<file path="src/rtl/core_rot_pkg.sv">
// Shared definitions for the rotate engine: sequencer states, angle/direction
// codes and tile geometry constants.
package core_rot_pkg;

    typedef enum logic [3:0] {
        IDLE,
        CALC,
        RD_REQ,
        RD_WAIT,
        ROT_START,
        ROT_WAIT,
        WR_REQ,
        WR_WAIT,
        DONE
    } state_t;

    localparam logic [1:0] DEG_0   = 2'd0;
    localparam logic [1:0] DEG_90  = 2'd1;
    localparam logic [1:0] DEG_180 = 2'd2;
    localparam logic [1:0] DEG_270 = 2'd3;

    localparam logic CW  = 1'b0;
    localparam logic CCW = 1'b1;

    localparam int unsigned TILE_PIX   = 64;
    localparam int unsigned TILE_BYTES = 192;

    // Tile index counters, and tile-count registers (ceil(65535/8) = 8192 needs one more bit)
    localparam int unsigned CNT_W   = 13;
    localparam int unsigned TILES_W = 14;

    // Counter-clockwise turns are folded onto the equivalent clockwise angle
    function automatic logic [1:0] eff_angle(input logic direction, input logic [1:0] degrees);
        return (direction == CCW) ? 2'(2'd0 - degrees) : degrees;
    endfunction

endpackage

</file>
<file path="src/rtl/core_tile_addr.sv">
// Combinational tile address unit: maps the source tile (tx,ty) to its rotated
// destination tile and produces both tile base addresses and line strides.
module core_tile_addr
    import core_rot_pkg::*;
#(
    parameter int unsigned ADDR_W    = 32,
    parameter int unsigned BPP       = 3,
    parameter int unsigned TILE_LOG2 = 3
) (
    input  logic [TILES_W-1:0] tw,
    input  logic [TILES_W-1:0] th,
    input  logic [CNT_W-1:0]   tx,
    input  logic [CNT_W-1:0]   ty,
    input  logic               direction,
    input  logic [1:0]         degrees,
    input  logic [ADDR_W-1:0]  src_base,
    input  logic [ADDR_W-1:0]  dst_base,
    output logic [ADDR_W-1:0]  src_addr,
    output logic [ADDR_W-1:0]  dst_addr,
    output logic [ADDR_W-1:0]  src_stride,
    output logic [ADDR_W-1:0]  dst_stride
);
    localparam int unsigned TILE_EDGE = 1 << TILE_LOG2;
    localparam logic [ADDR_W-1:0] TILE_ROW = ADDR_W'(TILE_EDGE * BPP);

    logic [1:0]         eff;
    logic [TILES_W-1:0] tx_w, ty_w, dx, dy, otw;

    assign eff  = eff_angle(direction, degrees);
    assign tx_w = TILES_W'(tx);
    assign ty_w = TILES_W'(ty);

    always_comb begin
        dx  = tx_w;
        dy  = ty_w;
        otw = tw;
        case (eff)
            DEG_90: begin
                dx  = th - TILES_W'(1) - ty_w;
                dy  = tx_w;
                otw = th;
            end
            DEG_180: begin
                dx  = tw - TILES_W'(1) - tx_w;
                dy  = th - TILES_W'(1) - ty_w;
                otw = tw;
            end
            DEG_270: begin
                dx  = ty_w;
                dy  = tw - TILES_W'(1) - tx_w;
                otw = th;
            end
            default: begin
                dx  = tx_w;
                dy  = ty_w;
                otw = tw;
            end
        endcase
    end

    // Strides use the tile-padded image width; all sums wrap modulo 2^ADDR_W
    assign src_stride = ADDR_W'(tw) * TILE_ROW;
    assign dst_stride = ADDR_W'(otw) * TILE_ROW;
    assign src_addr   = src_base + (ADDR_W'(ty_w) << TILE_LOG2) * src_stride + ADDR_W'(tx_w) * TILE_ROW;
    assign dst_addr   = dst_base + (ADDR_W'(dy) << TILE_LOG2) * dst_stride + ADDR_W'(dx) * TILE_ROW;

endmodule

</file>
<file path="src/rtl/core_tile_sched.sv">
// Tile sequencer for the rotate engine: walks the source image in raster tile
// order, running DMA read, core rotation and DMA write for each tile.
module core_tile_sched
    import core_rot_pkg::*;
#(
    parameter int unsigned ADDR_W    = 32,
    parameter int unsigned BPP       = 3,
    parameter int unsigned TILE_LOG2 = 3
) (
    input  logic              I_HCLK,
    input  logic              I_HRESET,
    input  logic              I_START,
    input  logic              I_ABORT,
    input  logic [15:0]       I_WIDTH,
    input  logic [15:0]       I_HEIGHT,
    input  logic              I_DIRECTION,
    input  logic [1:0]        I_DEGREES,
    input  logic [ADDR_W-1:0] I_SRC_BASE,
    input  logic [ADDR_W-1:0] I_DST_BASE,
    input  logic              I_DMA_ACK,
    input  logic              I_DMA_DONE,
    input  logic              I_CORE_DONE,
    output logic              O_DMA_RD_REQ,
    output logic              O_DMA_WR_REQ,
    output logic [ADDR_W-1:0] O_SRC_ADDR,
    output logic [ADDR_W-1:0] O_DST_ADDR,
    output logic [ADDR_W-1:0] O_SRC_STRIDE,
    output logic [ADDR_W-1:0] O_DST_STRIDE,
    output logic              O_CORE_START,
    output logic              O_CORE_DIRECTION,
    output logic [1:0]        O_CORE_DEGREES,
    output logic              O_BUSY,
    output logic              O_DONE
);
    localparam int unsigned TILE_EDGE = 1 << TILE_LOG2;

    state_t             state;
    logic [TILES_W-1:0] tw, th;
    logic [CNT_W-1:0]   tx, ty;
    logic [ADDR_W-1:0]  src_base, dst_base;
    logic [ADDR_W-1:0]  calc_src, calc_dst, calc_src_stride, calc_dst_stride;
    logic               done_held;
    logic               last_col, last_row;

    core_tile_addr #(
        .ADDR_W   (ADDR_W),
        .BPP      (BPP),
        .TILE_LOG2(TILE_LOG2)
    ) u_addr (
        .tw        (tw),
        .th        (th),
        .tx        (tx),
        .ty        (ty),
        .direction (O_CORE_DIRECTION),
        .degrees   (O_CORE_DEGREES),
        .src_base  (src_base),
        .dst_base  (dst_base),
        .src_addr  (calc_src),
        .dst_addr  (calc_dst),
        .src_stride(calc_src_stride),
        .dst_stride(calc_dst_stride)
    );

    assign last_col = ({1'b0, tx} == tw - TILES_W'(1));
    assign last_row = ({1'b0, ty} == th - TILES_W'(1));

    always_ff @(posedge I_HCLK) begin
        if (I_HRESET) begin
            state            <= IDLE;
            tw               <= '0;
            th               <= '0;
            tx               <= '0;
            ty               <= '0;
            src_base         <= '0;
            dst_base         <= '0;
            done_held        <= 1'b0;
            O_DMA_RD_REQ     <= 1'b0;
            O_DMA_WR_REQ     <= 1'b0;
            O_SRC_ADDR       <= '0;
            O_DST_ADDR       <= '0;
            O_SRC_STRIDE     <= '0;
            O_DST_STRIDE     <= '0;
            O_CORE_START     <= 1'b0;
            O_CORE_DIRECTION <= 1'b0;
            O_CORE_DEGREES   <= '0;
            O_BUSY           <= 1'b0;
            O_DONE           <= 1'b0;
        end else begin
            O_CORE_START <= 1'b0;
            O_DONE       <= 1'b0;
            if (state != IDLE && I_ABORT) begin
                state        <= IDLE;
                O_DMA_RD_REQ <= 1'b0;
                O_DMA_WR_REQ <= 1'b0;
                O_BUSY       <= 1'b0;
                done_held    <= 1'b0;
            end else begin
                case (state)
                    IDLE: begin
                        if (I_START && !I_ABORT) begin
                            tw               <= TILES_W'(({1'b0, I_WIDTH} + 17'(TILE_EDGE - 1)) >> TILE_LOG2);
                            th               <= TILES_W'(({1'b0, I_HEIGHT} + 17'(TILE_EDGE - 1)) >> TILE_LOG2);
                            tx               <= '0;
                            ty               <= '0;
                            src_base         <= I_SRC_BASE;
                            dst_base         <= I_DST_BASE;
                            O_CORE_DIRECTION <= I_DIRECTION;
                            O_CORE_DEGREES   <= I_DEGREES;
                            done_held        <= 1'b0;
                            O_BUSY           <= 1'b1;
                            state            <= (I_WIDTH == '0 || I_HEIGHT == '0) ? DONE : CALC;
                        end
                    end
                    CALC: begin
                        O_SRC_ADDR   <= calc_src;
                        O_DST_ADDR   <= calc_dst;
                        O_SRC_STRIDE <= calc_src_stride;
                        O_DST_STRIDE <= calc_dst_stride;
                        O_DMA_RD_REQ <= 1'b1;
                        state        <= RD_REQ;
                    end
                    // A burst-done arriving together with the ack is remembered for the wait state
                    RD_REQ: begin
                        if (I_DMA_ACK) begin
                            O_DMA_RD_REQ <= 1'b0;
                            done_held    <= I_DMA_DONE;
                            state        <= RD_WAIT;
                        end
                    end
                    RD_WAIT: begin
                        if (I_DMA_DONE || done_held) begin
                            done_held    <= 1'b0;
                            O_CORE_START <= 1'b1;
                            state        <= ROT_START;
                        end
                    end
                    ROT_START: state <= ROT_WAIT;
                    ROT_WAIT: begin
                        if (I_CORE_DONE) begin
                            O_DMA_WR_REQ <= 1'b1;
                            state        <= WR_REQ;
                        end
                    end
                    WR_REQ: begin
                        if (I_DMA_ACK) begin
                            O_DMA_WR_REQ <= 1'b0;
                            done_held    <= I_DMA_DONE;
                            state        <= WR_WAIT;
                        end
                    end
                    WR_WAIT: begin
                        if (I_DMA_DONE || done_held) begin
                            done_held <= 1'b0;
                            if (last_col && last_row) begin
                                state <= DONE;
                            end else if (last_col) begin
                                tx    <= '0;
                                ty    <= ty + CNT_W'(1);
                                state <= CALC;
                            end else begin
                                tx    <= tx + CNT_W'(1);
                                state <= CALC;
                            end
                        end
                    end
                    DONE: begin
                        O_DONE <= 1'b1;
                        O_BUSY <= 1'b0;
                        state  <= IDLE;
                    end
                    default: state <= IDLE;
                endcase
            end
        end
    end

endmodule

</file>
<file path="config.mk">
export PLATFORM = sky130hd
export DESIGN_NAME = core_tile_sched
export DESIGN_NICKNAME = d
export VERILOG_FILES = /design/src/rtl/core_rot_pkg.sv /design/src/rtl/core_tile_addr.sv /design/src/rtl/core_tile_sched.sv
export SDC_FILE = /design/constraint.sdc
export NUM_CORES = 2
export LEC_CHECK = 0
export CAP_MARGIN = 30
export CORE_MARGIN = 2
export CORE_UTILIZATION = 65
export CTS_BUF_LIST = sky130_fd_sc_hd__clkbuf_8
export DETAILED_ROUTE_END_ITERATION = 10
export GPL_ROUTABILITY_DRIVEN = 0
export HOLD_SLACK_MARGIN = 0.05
export PLACE_DENSITY = 0.88
export SETUP_SLACK_MARGIN = 0.15
export SYNTH_ARGS = -nofsm -noshare
export SYNTH_HDL_FRONTEND = slang
export SYNTH_SLANG_ARGS = --single-unit
</file>
<file path="constraint.sdc">
create_clock -name I_HCLK -period 27.4 [get_ports I_HCLK]
set_input_delay 4.11 -clock I_HCLK [delete_from_list [all_inputs] [get_ports I_HCLK]]
set_output_delay 4.11 -clock I_HCLK [all_outputs]
set_load 0.01 [all_outputs]
</file>
---- Word-level counts from Yosys, hierarchy flattened ----
Cells that the tools add are included.
word-level totals
  bits of input ports ..................... 106
  register bits after elaboration ......... 227
cells by class
  reductions and logical operators ........ 29
  add/subtract/negate cells ............... 13
  bitwise gates (word level) .............. 2
  multipliers ............................. 6
  eq/ne operators ......................... 23
  multiplexer cells ....................... 34
operators by type and width
  cell                                                 count
  two-way mux 13 bit                                   7
  case mux 14 bit (3 select lines)                     2
  adder 32 x 19 -> 32 bit                              2
  adder 32 bit                                         2
  case mux 13 bit (2 select lines)                     2
  multiplier 14 x 2 -> 16 bit (second input constant)  3
  adder 16 x 3 -> 17 bit (second input constant)       2
  zero test 16 bit                                     2
  two-way mux 4 bit                                    8
  case mux 4 bit (8 select lines)                      1
  == test 13 x 14 -> 1 bit                             2
  subtractor 14 x 1 -> 14 bit (second input constant)  2
  subtractor 14 x 13 -> 14 bit                         2
  adder 13 x 1 -> 13 bit (second input constant)       2
  multiplier 13 x 16 -> 26 bit                         1
  multiplier 14 x 16 -> 26 bit                         1
  == test 4 x 3 -> 1 bit (second input constant)       4
  inequality test 2 bit (second input constant)        8
  multiplier 13 x 2 -> 15 bit (second input constant)  1
  two-way mux 14 bit                                   1
  AND reduction 6 bit                                  2
  == test 4 x 2 -> 1 bit (second input constant)       2
  two-way mux 1 bit                                    8
  nonzero test 2 bit                                   4
  other kinds (22)                                     36

---- Depth between registers and ports, before layout ----
  word-level depth ........................ 9
  mapped depth ............................ 47

---- Cells and area by module ----
A second synthesis with hierarchy kept.
second synthesis, totals
  cells, all modules ...................... 3959
  area, all modules ....................... 31760.5 um^2
by module, submodules not included
  module           area each (um^2)  seq. area each (um^2)  cells each  times used
  core_tile_addr   20789.9           0.0                    2548        1
  core_tile_sched  10970.5           5185.0                 1411        1

---- Least setup slack after synthesis ----
Ideal clock, no wire load.
  path type ............................... register to register
  from .................................... register O_CORE_DEGREES[0]
  to ...................................... register O_DST_ADDR[31]
  required time ........................... 27.314 ns
  path slack .............................. 17.214 ns
  stages on the path, launching flop included .. 41
  clock period less this slack ............ 10.186 ns
  path buffers ............................ 3
  arrival time ............................ 10.101 ns
  cell sequence ........................... dfxtp_1 > clkbuf_1 > inv_1 > a21boi_0 > inv_1 > clkbuf_1 > ha_1 > fa_1 > a211oi_1 > nor2_1 > o21a_1 > nor2_1 > xnor2_1 > clkbuf_1 > nand2_1 > fa_1 > inv_1 > fa_1 > [... 5 more ...] > fa_1 > ha_1 > a21o_1 > a31o_2 > a21oi_1 > xor2_1 > fa_1 > inv_1 > ha_1 > nand4_1 > or2_2 > o21ai_0 > nand4_1 > a31oi_1 > nand3_1 > a31oi_1 > xor3_1 > a211oi_1
between the ends
  cells in the longest elaborated chain, start to end .. 9
  elaborated cells on any way between the ends .. 14
  classes of those cells .................. add/sub (3); mul (3); eq/ne (3); mux (4); reduce/logical (1)
RTL lines
  item                                                     line                    source
  start, declared                                          core_tile_sched.sv:31   output logic [1:0] O_CORE_DEGREES,
  start signal, assigned                                   core_tile_sched.sv:85   O_CORE_DEGREES <= '0;
  start signal, assigned                                   core_tile_sched.sv:108  O_CORE_DEGREES <= I_DEGREES;
  subtractor 1 x 2 -> 2 bit                                core_rot_pkg.sv:34      return (direction == CCW) ? 2'(2'd0 - degrees) : degrees;
  two-way mux 2 bit *                                      core_rot_pkg.sv:34
  == test 2 x 1 -> 1 bit or == test 2 bit (tied branches)  core_tile_addr.sv:37    case (eff)
  OR reduction 2 bit (no source line) *                    --
  two-way mux 14 bit *                                     core_tile_addr.sv:37
  multiplier 14 x 2 -> 16 bit *                            core_tile_addr.sv:63    assign dst_stride = ADDR_W'(otw) * TILE_ROW;
  named net calc_dst_stride[3]                             core_tile_sched.sv:41   logic [ADDR_W-1:0] calc_src, calc_dst, calc_src_stride, calc_dst_stride;
  multiplier 14 x 16 -> 26 bit *                           core_tile_addr.sv:65    assign dst_addr = dst_base + (ADDR_W'(dy) << TILE_LOG2) * dst_stride + ADDR_W'(dx) * TILE_ROW;
  adder 32 bit *                                           core_tile_addr.sv:65
  adder 32 x 19 -> 32 bit *                                core_tile_addr.sv:65
  end signal, assigned                                     core_tile_sched.sv:116  O_DST_ADDR <= calc_dst;
  end, declared                                            core_tile_sched.sv:26   output logic [ADDR_W-1:0] O_DST_ADDR,
Mark *: on every way through the listed nets, which the timed path passes. The rest lies on a longest branch.
A chain may end at the register's enable or synchronous reset.

---- Worst setup path after layout ----
  from .................................... register O_CORE_DEGREES[0]
  to ...................................... register O_DST_ADDR[31]
between the ends
  cells in the longest elaborated chain, start to end .. 9
  elaborated cells on any way between the ends .. 14
  classes of those cells .................. add/sub (3); mul (3); eq/ne (3); mux (4); reduce/logical (1)
RTL lines
  item                                                     line
  subtractor 1 x 2 -> 2 bit                                core_rot_pkg.sv:34
  two-way mux 2 bit *                                      core_rot_pkg.sv:34
  == test 2 x 1 -> 1 bit or == test 2 bit (tied branches)  core_tile_addr.sv:37
  OR reduction 2 bit (no source line)                      --
  two-way mux 14 bit                                       core_tile_addr.sv:37
  multiplier 14 x 2 -> 16 bit                              core_tile_addr.sv:63
  multiplier 14 x 16 -> 26 bit                             core_tile_addr.sv:65
  adder 32 bit                                             core_tile_addr.sv:65
  adder 32 x 19 -> 32 bit *                                core_tile_addr.sv:65
Mark *: on every way between the ends. The rest lies on a longest branch, timed or not.

==> results.json <==
{
  "placementRows": 78,
  "worst_path_most_repeated_cell": "fa_1",
  "grt_usage_pct": 36.1,
  "worst_setup_hold_path_clk_slew_ps": 70,
  "max-slew-margin-rel_pct": 26.6,
  "post_synth_main_area_contributors": "fa_1 23%, dfxtp_1 15%, ha_1 14%",
  "final.fill_count": 3205,
  "start_util_pct": 65.7,
  "share_of_post_route_cells_with_drive_strength_above_1_pct": 3.75,
  "grt_pass1_wl_mm": 137,
  "final.setup.tns_ps": 0,
  "via_per_inst": 5.96,
  "io_pins": 242,
  "clkLatencyLatePin_ps": 670,
  "timing.final.ws_setup_ps": 15380,
  "max_stage_delay_ps": 1000,
  "grt_pass1_vias": 26300,
  "synth_sequential_area_ratio_pct": 15.3,
  "final_cell_mix": "654 x nand2_1, 454 x inv_1, 345 x fa_1, 323 x ha_1, 302 x a21oi_1",
  "cp_slowest_cell": "dfxtp_1",
  "synth-edff-count": 0,
  "cp_max_fo": 31,
  "die_width_um": 218,
  "number_of_nets_with_antenna_violations_after_detailed_routing": 0,
  "synth_area_leader_cell": "fa_1",
  "cp-end-kind": "flop",
  "yosys_register_bits": 227,
  "die_h_um": 218,
  "core_area_mm2": 0.0452,
  "buffer_ports.inserted": 209,
  "slew_viol_final": 0,
  "timing.final.crit_period_ps": 12020,
  "clock_tree.htree_level_count": 2,
  "synthToLayoutAreaGrowth_pct": 11.7,
  "rsz0062_at_grt": "no",
  "final_util_pct": 73.4,
  "most_common_cell_after_layout_fill_and_taps_aside": "nand2_1",
  "post_cts_hold_buffer_count": 0,
  "result_of_the_run": "finished clean",
  "detailedPlacementHpwl_mm": 64.3,
  "number_of_antenna_violations_at_the_first_check_in_global_routing": 2,
  "postCtsSetupBuffers": 0,
  "route.detailed.wl_per_inst_um": 18.9,
  "worst_ep_required_time_ps": 27940,
  "total_leakage_power_nw": 15.4,
  "count_of_routing_violations_after_the_opening_detailed_route_iteration": 2649,
  "synthesis.yosys.warnings": 0,
  "cts-root-to-sink-buffers": 3,
  "timing.hold.worst.class": "flop to flop",
  "crit_type": "flop to flop",
  "die_area_mm2": 0.0474,
  "skew_ps": 41.4,
  "grt.overflow.total": 0,
  "yosysUniqueCellTypes": 80,
  "cts.repair.resized": 0,
  "routed-via-count": 26500,
  "preCtsSetupSlack_ps": 15690,
  "syn_area_mm2": 0.0297,
  "final_hold_viol_count": 0,
  "cts_root_buf": "clkbuf_8",
  "drt_wl_total_mm": 84.1,
  "postSynthCellCount": 3659,
  "power_density_mw_per_mm2": 63.3,
  "final.period_utilization_pct": 43.9,
  "num-nets-final": 4587,
  "n_diodes": 0,
  "postSynth.asyncResetShare_pct": 0,
  "setup_viol": 0,
  "worst-endpoint-arrival_ps": 12560,
  "start_kind": "flop",
  "cts_num_sinks": 227,
  "drc": 0,
  "synthDominantCellAreaShare_pct": 23.3,
  "timing.max_cap.violations": 0,
  "grt_max_degree": 122,
  "fmaxAchievable_mhz": 83.2,
  "worst-slew-pin-transition_ps": 1090,
  "postSynthAreaPerCell_um2": 8.12,
  "tritoncts_clock_tree": "done",
  "synthFlopType": "dfxtp_1",
  "ir_worst_vdd_mv": 0.0575,
  "numCtsBuffers": 42,
  "1st_pass_router_iterations": 6
}
## report_power, final
part	switching [W]	internal, W
clock	0.000169	0.000196
sequential	0.0000398	0.000366
combinational	0.000809	0.000521
total	0.00102	0.00108
## routing by layer
layer | share of wire (%) | global-route usage (%) | up-vias
li1 | - | - | 12200
met1 | 40 | 48.8 | 12500
met2 | 43 | 53.9 | 1567
met3 | 13 | 11.6 | 290
met4 | 4.2 | 14.1 | 2
met5 | 0.015 | 0 | -
## synth_stat cells, types with 4 or more instances
cell,number
a211oi_1,52
a21boi_0,11
a21o_1,64
a21oi_1,302
a221o_1,15
a31o_2,5
a31oi_1,17
and2_1,115
and3_1,22
and4_1,4
buf_1,12
buf_4,32
clkbuf_1,133
dfxtp_1,227
fa_1,345
ha_1,323
inv_1,445
mux2i_1,4
nand2_1,654
nand2b_1,24
nand3_1,33
nand3b_1,8
nand4_1,16
nor2_1,218
nor2b_1,27
nor3_1,49
nor3b_1,5
nor4_1,17
o211ai_1,4
o21a_1,25
o21ai_0,100
o21bai_1,22
o311ai_0,5
o31ai_1,5
or2_2,7
or3_1,15
xnor2_1,171
xor2_1,57
## registers in the layout (all words and copies together), names as in the netlist, 2 cells and up
register,cells
O_CORE_DEGREES,2
state,4
O_SRC_STRIDE,16
O_DST_STRIDE,16
tw,14
O_DST_ADDR,32
dst_base,32
ty,13
src_base,32
th,14
O_SRC_ADDR,32
tx,13
## critical path, delay by kind of cell, from the launching register on
family	cells	cell delay (ps)
adder cells (fa/ha/maj)	10	4290
XOR/XNOR	1	420
buffers and inverters	6	1190
flip-flops	1	1000
AND/OR/NAND/NOR	4	980
AO/OA/AOI/OAI	18	4040
## final cells by class
type	instances	area, µm²	share of cell area, %
clock buffers	53	729	2.20
clock inverters	21	184	0.555
inverters	449	1690	5.08
multi-input cells	2836	22800	68.8
flip-flops and latches	227	4540	13.7
well taps	600	751	2.26
repair buffers	257	2450	7.40
## worst paths after layout
check / startpoint / endpoint / slack (ps) / cells after the start
setup / recovery: O_CORE_DEGREES[0] / O_DST_ADDR[31] / 15380 / 39
setup reg to reg: O_CORE_DEGREES[0] / O_DST_ADDR[31] / 15380 / 39
hold / removal: O_DST_STRIDE[4] / O_DST_STRIDE[4] / 450 / 2
hold reg to reg: O_DST_STRIDE[4] / O_DST_STRIDE[4] / 450 / 2
## cell families after synthesis
logic type	after synthesis	synth area share, %
AO/OA/AOI/OAI	674	14.0
XOR/XNOR	230	6.88
adder cells (fa/ha/maj)	668	36.9
buffers and inverters	627	8.33
flip-flops	227	15.3
multiplexers	4	0.135
other	1	0.0126
AND/OR/NAND/NOR	1228	18.5
## through the flow
step	area, µm²	std cells	hold slack, ps	power, W
2_1_floorplan	29800	3690	432	0.00133
3_3_place_gp	32200	4367	437	0.00166
3_5_place_dp	32200	4368	446	0.00168
4_1_cts	33200	4442	454	0.00207
5_1_grt	33200	4443	472	0.00225
6_report	33200	4443	452	0.00210
Note: power is estimated with default switching activity, not from simulation.
